**config.mk**
```make
export PLATFORM = sky130hd
export DESIGN_NAME = noc_local_port
export DESIGN_NICKNAME = d
export VERILOG_FILES = /design/src/rtl/noc_pkg.sv /design/src/rtl/noc_skid_fifo.sv /design/src/rtl/noc_local_port.sv
export SDC_FILE = /design/constraint.sdc
export NUM_CORES = 1
export LEC_CHECK = 0
export CORE_AREA = 5 5 435 437
export CTS_BUF_LIST = sky130_fd_sc_hd__clkbuf_4
export CTS_CLUSTER_SIZE = 16
export DETAILED_ROUTE_END_ITERATION = 6
export DIE_AREA = 0 0 440 442
export PLACE_DENSITY = 0.56
export SYNTH_ARGS = -nofsm -noshare
export SYNTH_HDL_FRONTEND = slang
export SYNTH_SLANG_ARGS = --single-unit
```
**constraint.sdc**
```tcl
create_clock -name clk -period 22.8 [get_ports clk]
set_input_delay 6.84 -clock clk [delete_from_list [all_inputs] [get_ports clk]]
set_output_delay 6.84 -clock clk [all_outputs]
set_load 0.02 [all_outputs]
```
**src/rtl/noc_pkg.sv**
```systemverilog
// Shared definitions for the NoC local port: direction indices, port vector width,
// header field offsets and the XY routing decision.
package noc_pkg;

    localparam int PORT_W = 5;

    localparam int DIR_L = 0;
    localparam int DIR_N = 1;
    localparam int DIR_S = 2;
    localparam int DIR_E = 3;
    localparam int DIR_W = 4;

    // Destination X sits at the flit LSBs; destination Y follows immediately above it.
    localparam int HDR_X_LSB = 0;

    function automatic logic [PORT_W-1:0] xy_route(
        input int unsigned dst_x,
        input int unsigned dst_y,
        input int unsigned my_x,
        input int unsigned my_y
    );
        logic [PORT_W-1:0] w_port;
        w_port = '0;
        if (dst_x > my_x) begin
            w_port[DIR_E] = 1'b1;
        end else if (dst_x < my_x) begin
            w_port[DIR_W] = 1'b1;
        end else if (dst_y > my_y) begin
            w_port[DIR_N] = 1'b1;
        end else if (dst_y < my_y) begin
            w_port[DIR_S] = 1'b1;
        end else begin
            w_port[DIR_L] = 1'b1;
        end
        return w_port;
    endfunction

endpackage

```
**src/rtl/noc_skid_fifo.sv**
```systemverilog
// Two-entry FIFO with a registered input ready; the head entry is presented
// straight from storage so the output path has no combinational depth.
module noc_skid_fifo #(
    parameter int WIDTH = 8
) (
    input  logic             clk,
    input  logic             rst,
    input  logic [WIDTH-1:0] i_data,
    input  logic             i_valid,
    output logic             o_ready,
    output logic [WIDTH-1:0] o_data,
    output logic             o_valid,
    input  logic             i_ready
);

    logic [WIDTH-1:0] r_mem [2];
    logic             r_wr_ptr;
    logic             r_rd_ptr;
    logic [1:0]       r_count;
    logic             r_ready;

    logic             w_push;
    logic             w_pop;
    logic [1:0]       w_count_next;

    assign w_push       = i_valid & r_ready;
    assign w_pop        = (r_count != 2'd0) & i_ready;
    assign w_count_next = r_count + {1'b0, w_push} - {1'b0, w_pop};

    // Ready looks at the post-update occupancy so it never depends on i_ready this cycle.
    always_ff @(posedge clk) begin
        if (rst) begin
            for (int i = 0; i < 2; i++) begin
                r_mem[i] <= '0;
            end
            r_wr_ptr <= 1'b0;
            r_rd_ptr <= 1'b0;
            r_count  <= 2'd0;
            r_ready  <= 1'b0;
        end else begin
            if (w_push) begin
                r_mem[r_wr_ptr] <= i_data;
                r_wr_ptr        <= ~r_wr_ptr;
            end
            if (w_pop) begin
                r_rd_ptr <= ~r_rd_ptr;
            end
            r_count <= w_count_next;
            r_ready <= (w_count_next != 2'd2);
        end
    end

    assign o_ready = r_ready;
    assign o_data  = r_mem[r_rd_ptr];
    assign o_valid = (r_count != 2'd0);

endmodule

```
**src/rtl/noc_local_port.sv**
```systemverilog
// Switch-side local port: PE ingress with XY route tagging, crossbar egress to the PE.
// Optional transfer counters are built when NOC_LOCAL_PORT_STATS_EN is defined.
module noc_local_port
    import noc_pkg::*;
#(
    parameter int X           = 0,
    parameter int Y           = 0,
    parameter int total_width = 280,
    parameter int x_size      = 4,
    parameter int y_size      = 4
) (
    input  logic                   clk,
    input  logic                   rst,
    input  logic [total_width-1:0] pe_data,
    input  logic                   pe_valid,
    output logic                   pe_ready,
    output logic [total_width-1:0] xbar_out_data,
    output logic                   xbar_out_valid,
    input  logic                   xbar_out_ready,
    output logic [PORT_W-1:0]      xbar_out_port,
    input  logic [total_width-1:0] xbar_in_data,
    input  logic                   xbar_in_valid,
    output logic                   xbar_in_ready,
    output logic [total_width-1:0] to_pe_data,
    output logic                   to_pe_valid,
    input  logic                   to_pe_ready
`ifdef NOC_LOCAL_PORT_STATS_EN
    ,
    output logic [31:0]            stat_in_cnt,
    output logic [31:0]            stat_out_cnt
`endif
);

    localparam int XW = (x_size > 1) ? $clog2(x_size) : 1;
    localparam int YW = (y_size > 1) ? $clog2(y_size) : 1;
    localparam int HDR_Y_LSB = HDR_X_LSB + XW;
    localparam int IN_W = total_width + PORT_W;

    logic [XW-1:0]          w_dst_x;
    logic [YW-1:0]          w_dst_y;
    logic [PORT_W-1:0]      w_route;
    logic [IN_W-1:0]        w_in_head;

    assign w_dst_x = pe_data[HDR_X_LSB +: XW];
    assign w_dst_y = pe_data[HDR_Y_LSB +: YW];
    assign w_route = xy_route(32'(w_dst_x), 32'(w_dst_y), 32'(X), 32'(Y));

    // The route is fixed at write time and travels with the flit.
    noc_skid_fifo #(.WIDTH(IN_W)) u_ingress (
        .clk     (clk),
        .rst     (rst),
        .i_data  ({w_route, pe_data}),
        .i_valid (pe_valid),
        .o_ready (pe_ready),
        .o_data  (w_in_head),
        .o_valid (xbar_out_valid),
        .i_ready (xbar_out_ready)
    );

    assign xbar_out_data = w_in_head[total_width-1:0];
    assign xbar_out_port = w_in_head[IN_W-1:total_width];

    noc_skid_fifo #(.WIDTH(total_width)) u_egress (
        .clk     (clk),
        .rst     (rst),
        .i_data  (xbar_in_data),
        .i_valid (xbar_in_valid),
        .o_ready (xbar_in_ready),
        .o_data  (to_pe_data),
        .o_valid (to_pe_valid),
        .i_ready (to_pe_ready)
    );

`ifdef NOC_LOCAL_PORT_STATS_EN
    logic [31:0] r_stat_in_cnt;
    logic [31:0] r_stat_out_cnt;

    always_ff @(posedge clk) begin
        if (rst) begin
            r_stat_in_cnt  <= '0;
            r_stat_out_cnt <= '0;
        end else begin
            if (pe_valid && pe_ready) begin
                r_stat_in_cnt <= r_stat_in_cnt + 32'd1;
            end
            if (to_pe_valid && to_pe_ready) begin
                r_stat_out_cnt <= r_stat_out_cnt + 32'd1;
            end
        end
    end

    assign stat_in_cnt  = r_stat_in_cnt;
    assign stat_out_cnt = r_stat_out_cnt;
`endif

endmodule

```
==> results.txt <==
* Outcome: finished, final reports clean
- The region available for standard cell placement spans between 150000 and 200000 µm².
- The die covers between 150000 and 200000 µm².
* Wire length after detailed routing: about 180000 µm
* Setup repair after global routing missed its margin: no
- Clock slew at reported path FFs: ~60 ps
* Detailed placement HPWL: 134000 µm
- The H-tree was split into 5 levels.
- Dividing the detail-routed wire length by the instance count gives between 20 and 30 µm.
- In the final layout, the share of cells above drive strength 1 is 0.259.
- The largest single stage delay on the critical path is between 800 and 900 ps.
- Root Buffer Master: sky130_fd_sc_hd__clkbuf_4
- From synthesis to final layout, the design area changed by 37.1%.
- The number of global-route vias before repair came to between 30k and 40k.
- Maximum frequency from static timing analysis: 80.5 MHz
* Area fraction of the dominant cell type after synthesis: 0.693
* Max clock buf depth: 4
- Mux cell area share after synthesis: 0.130
- For this run, design rule violations remaining after detail routing come to 0.
- Pin count of the biggest net entering global routing: between 150 and 200
- Die X-Extent: 440 µm
- Post-synthesis compound-gate area fraction: 0.00103
- The count of final hold-check violations came to 0.
* Resize count post-CTS: 0
* Mean area per synthesized cell: around 16 µm²
- Filler instances: 17.9k
- From bottom edge to top edge, the die measures ~440 µm.
* Post-Synth Simple-Gate Area: 0.149
* Yosys cell types: 32
- Initial detailed-routing violation count: slightly below 2k
* Required @ worst endpoint: roughly 16000 ps
* Final Slew Violations: 0
* Critical path buffer and inverter count: 4
* Setup slack of the worst register-to-register path: ~18000 ps
- The congestion estimate from routability-driven global placement came to about 0.89.
- Nets: between 4k and 5k
- The clock net in this run drives a total of approximately 1.1k sinks.
* Prevailing post-synth register cell: sky130_fd_sc_hd__edfxtp_1
* Remaining antenna violation count after routing: 0
* EDFF count, synth: approximately 1.1k
- By instance count, the cell type seen most on the critical path is sky130_fd_sc_hd__buf_4.
- TNS Setup: 0 ps
* Number of vias in the routed layout: 30.9k
- The analysis attributes to cell leakage a power of 24.9 nW.
- Worst slew margin relative to its limit: 0.215
- Slowest stage cell on the critical path: sky130_fd_sc_hd__buf_4
- Using the TritonRoute via totals, the vias-per-cell ratio works out to around 4.3.
* Areal power density over the cells: between 100 and 150 nW/µm²
- Largest cells by area after synthesis: sky130_fd_sc_hd__edfxtp_1 (69%), sky130_fd_sc_hd__and2_1 (14%), sky130_fd_sc_hd__mux2_2 (13%), sky130_fd_sc_hd__and2_2 (0.92%), sky130_fd_sc_hd__clkbuf_2 (0.71%)
- Sequential cell area in the final layout: roughly 34000 µm²
* Clock latency of the later-clocked register in the worst-skew pair: 1320 ps
- Synthesis-stage register bit count: roughly 1.1k
- The first global-routing pass estimated ~250000 µm of wire.
- At the pin with the least slew margin, the transition time is 1180 ps.
- TritonCTS built the clock tree.
- Initial cell density of the core: 0.264
* Number of setup violations in the final report: 0
- Total Routing Usage GR: 0.183
- Timing analysis after detailed placement gives a worst setup slack of approximately 11000 ps.
* Area of the multi-input gates: 13800 µm²
* Seq/Total Area, Yosys: 0.698
- Mapped Area: between 40000 and 50000 µm²
- Port buffering added about 1.1k buffers.
* Post-route insts no fill: 7151
- On the critical path the largest part of the delay comes from buffers and inverters.
* Number of antenna violations at the first check in global routing: 120
- Across all setup checks in the final design, the least slack found is just over 10000 ps.
* Instance count of the mapped netlist: 3066
- Std-Cell Rows: between 150 and 200
- Crit-path max FO: 70
- Crit path launch type: flip-flop
- Buffers inserted to repair hold after CTS numbered 0.
- Number of detailed-routing iterations run before antenna repair: 4
- Post-synthesis share of cell area spent on full adders, half adders and majority gates: 0.00103
* Clock tree skew after final layout: around 120 ps
- Remaining Overflow, GRT: 0
- Of the total synthesized cell area, the portion taken by XOR and XNOR cells is 0.00144.
* Number of instances in the placed design: 6531
- Max-cap violations in this run came to 0.
* Worst path cell trace: buf_4, buf_4, buf_4, mux2_2, clkdlybuf4s50_1
- TritonCTS created roughly 340 clock buffers.
- STA classifies the critical path endpoint as a primary output.
- Dominant cell type by area after synthesis: sky130_fd_sc_hd__edfxtp_1
- Of the available clock period, the critical path in the final layout requires 0.545.
- Largest voltage drop on the vdd net: between 0.00005 and 0.00006 V
* Warning count from the yosys run: 0
- Post-CTS timing repair inserted 0 buffers for setup.
- For this run, asynchronously set or reset flops after synthesis account for 0.
- Dominant combinational cell family by area after synthesis: simple AND/OR/NAND/NOR gates
* Final critical delay including setup and external delays: roughly 12000 ps
* Crit Path Category: flip-flop to primary output
* Top-level port count: ~1.1k
* Data arrival time of the critical path: about 5600 ps
* HP Class: flip-flop to flip-flop
[path summary, 6_finish.rpt]
| path | end | from | depth (start not counted) |
|---|---|---|---|
| worst min register to register | flip-flop | u_egress.r_rd_ptr | 2 |
| worst max register to register | u_egress.r_mem[0][191] | u_egress.o_ready | 6 |
| worst max-delay path | xbar_out_port[1] | flip-flop | 5 |
| worst min-delay path | flip-flop | u_egress.r_rd_ptr | 2 |
[sequential cells by signal, summed over array words and instances, names as in the netlist, named ones only]
register,cells
u_egress.r_wr_ptr,1
u_egress.r_count,2
u_ingress.r_count,2
u_egress.r_rd_ptr,1
u_ingress.r_mem,566
u_egress.r_mem,560
u_ingress.o_ready,1
u_egress.o_ready,1
u_ingress.r_wr_ptr,1
u_ingress.r_rd_ptr,1
[worst min-delay path, stage by stage (launching register included)]
cell	delay, ps
sky130_fd_sc_hd__dfxtp_1	320
sky130_fd_sc_hd__xnor2_1	90
sky130_fd_sc_hd__nor2_1	80
[through the flow]
stage / area, µm² / hold WS, ps / total power [mW] / util
after detailed placement: 62700 / 500 / 4.87 / 0.339
after global placement: 62700 / 500 / 4.87 / 0.339
after floorplan: 48800 / 481 / 3.86 / -
final: 66900 / 517 / 6.71 / 0.362
after CTS: 66700 / 523 / 6.82 / 0.361
after global routing: 66800 / 557 / 7.01 / 0.362
[power breakdown]
part	leakage [nW]	switching, mW	internal, mW
clock	2.46	0.885	1.02
sequential	11.9	0.0939	2.59
combinational	10.5	1.16	0.961
total	24.9	2.14	4.57
[synthesized netlist by cell type, types with 5 or more instances]
cell,instances
sky130_fd_sc_hd__edfxtp_1,1126
sky130_fd_sc_hd__and2_1,1060
sky130_fd_sc_hd__mux2_2,563
sky130_fd_sc_hd__clkbuf_2,69
sky130_fd_sc_hd__and2_2,60
sky130_fd_sc_hd__buf_2,56
sky130_fd_sc_hd__clkbuf_1,48
sky130_fd_sc_hd__nor2_1,16
sky130_fd_sc_hd__dfxtp_1,12
sky130_fd_sc_hd__inv_1,7
sky130_fd_sc_hd__buf_1,6
sky130_fd_sc_hd__buf_6,5
sky130_fd_sc_hd__xnor2_1,5
[cells in the final DEF, fill, tap and decap left out, types with 3 or more instances in the layout]
master and n:
sky130_fd_sc_hd__inv_1 7, sky130_fd_sc_hd__clkbuf_4 499, sky130_fd_sc_hd__inv_2 7, sky130_fd_sc_hd__buf_4 37, sky130_fd_sc_hd__and2_1 1060, sky130_fd_sc_hd__diode_2 61
sky130_fd_sc_hd__clkinv_2 6, sky130_fd_sc_hd__ha_1 4, sky130_fd_sc_hd__bufinv_16 3, sky130_fd_sc_hd__nor2_1 16, sky130_fd_sc_hd__edfxtp_1 1126, sky130_fd_sc_hd__xor2_1 3
sky130_fd_sc_hd__and2_2 60, sky130_fd_sc_hd__xnor2_1 5, sky130_fd_sc_hd__dfxtp_1 10, sky130_fd_sc_hd__mux2_2 563, sky130_fd_sc_hd__clkdlybuf4s50_1 1132, sky130_fd_sc_hd__clkinv_1 43
[layout make-up]
type | count | area share
Clock buffer | 499 | 0.0560
Sequential cell | 1138 | 0.509
Timing Repair Buffer | 1171 | 0.174
Antenna cell | 61 | 0.00228
Inverter | 7 | 0.000393
Tap cell | 2480 | 0.0464
Clock inverter | 60 | 0.00471
Multi-Input combinational cell | 1735 | 0.207
[metal layers]
layer / track usage / routed length [µm] / vias up
li1: - / - / 13900
met1: 0.207 / 69600 / 15300
met2: 0.303 / 90600 / 1285
met3: 0.0800 / 17100 / 425
met4: 0.0770 / 6790 / 54
met5: 0 / 355 / -
[cells by family after synthesis]
| kind of cell | after synthesis |
|---|---|
| compound gates | 7 |
| other cells | 1 |
| flops | 1138 |
| simple gates | 1151 |
| fa+ha+maj | 4 |
| mux | 563 |
| buf+inv | 194 |
| xor+xnor | 8 |
No activity file was read; power rests on OpenSTA's default activity.
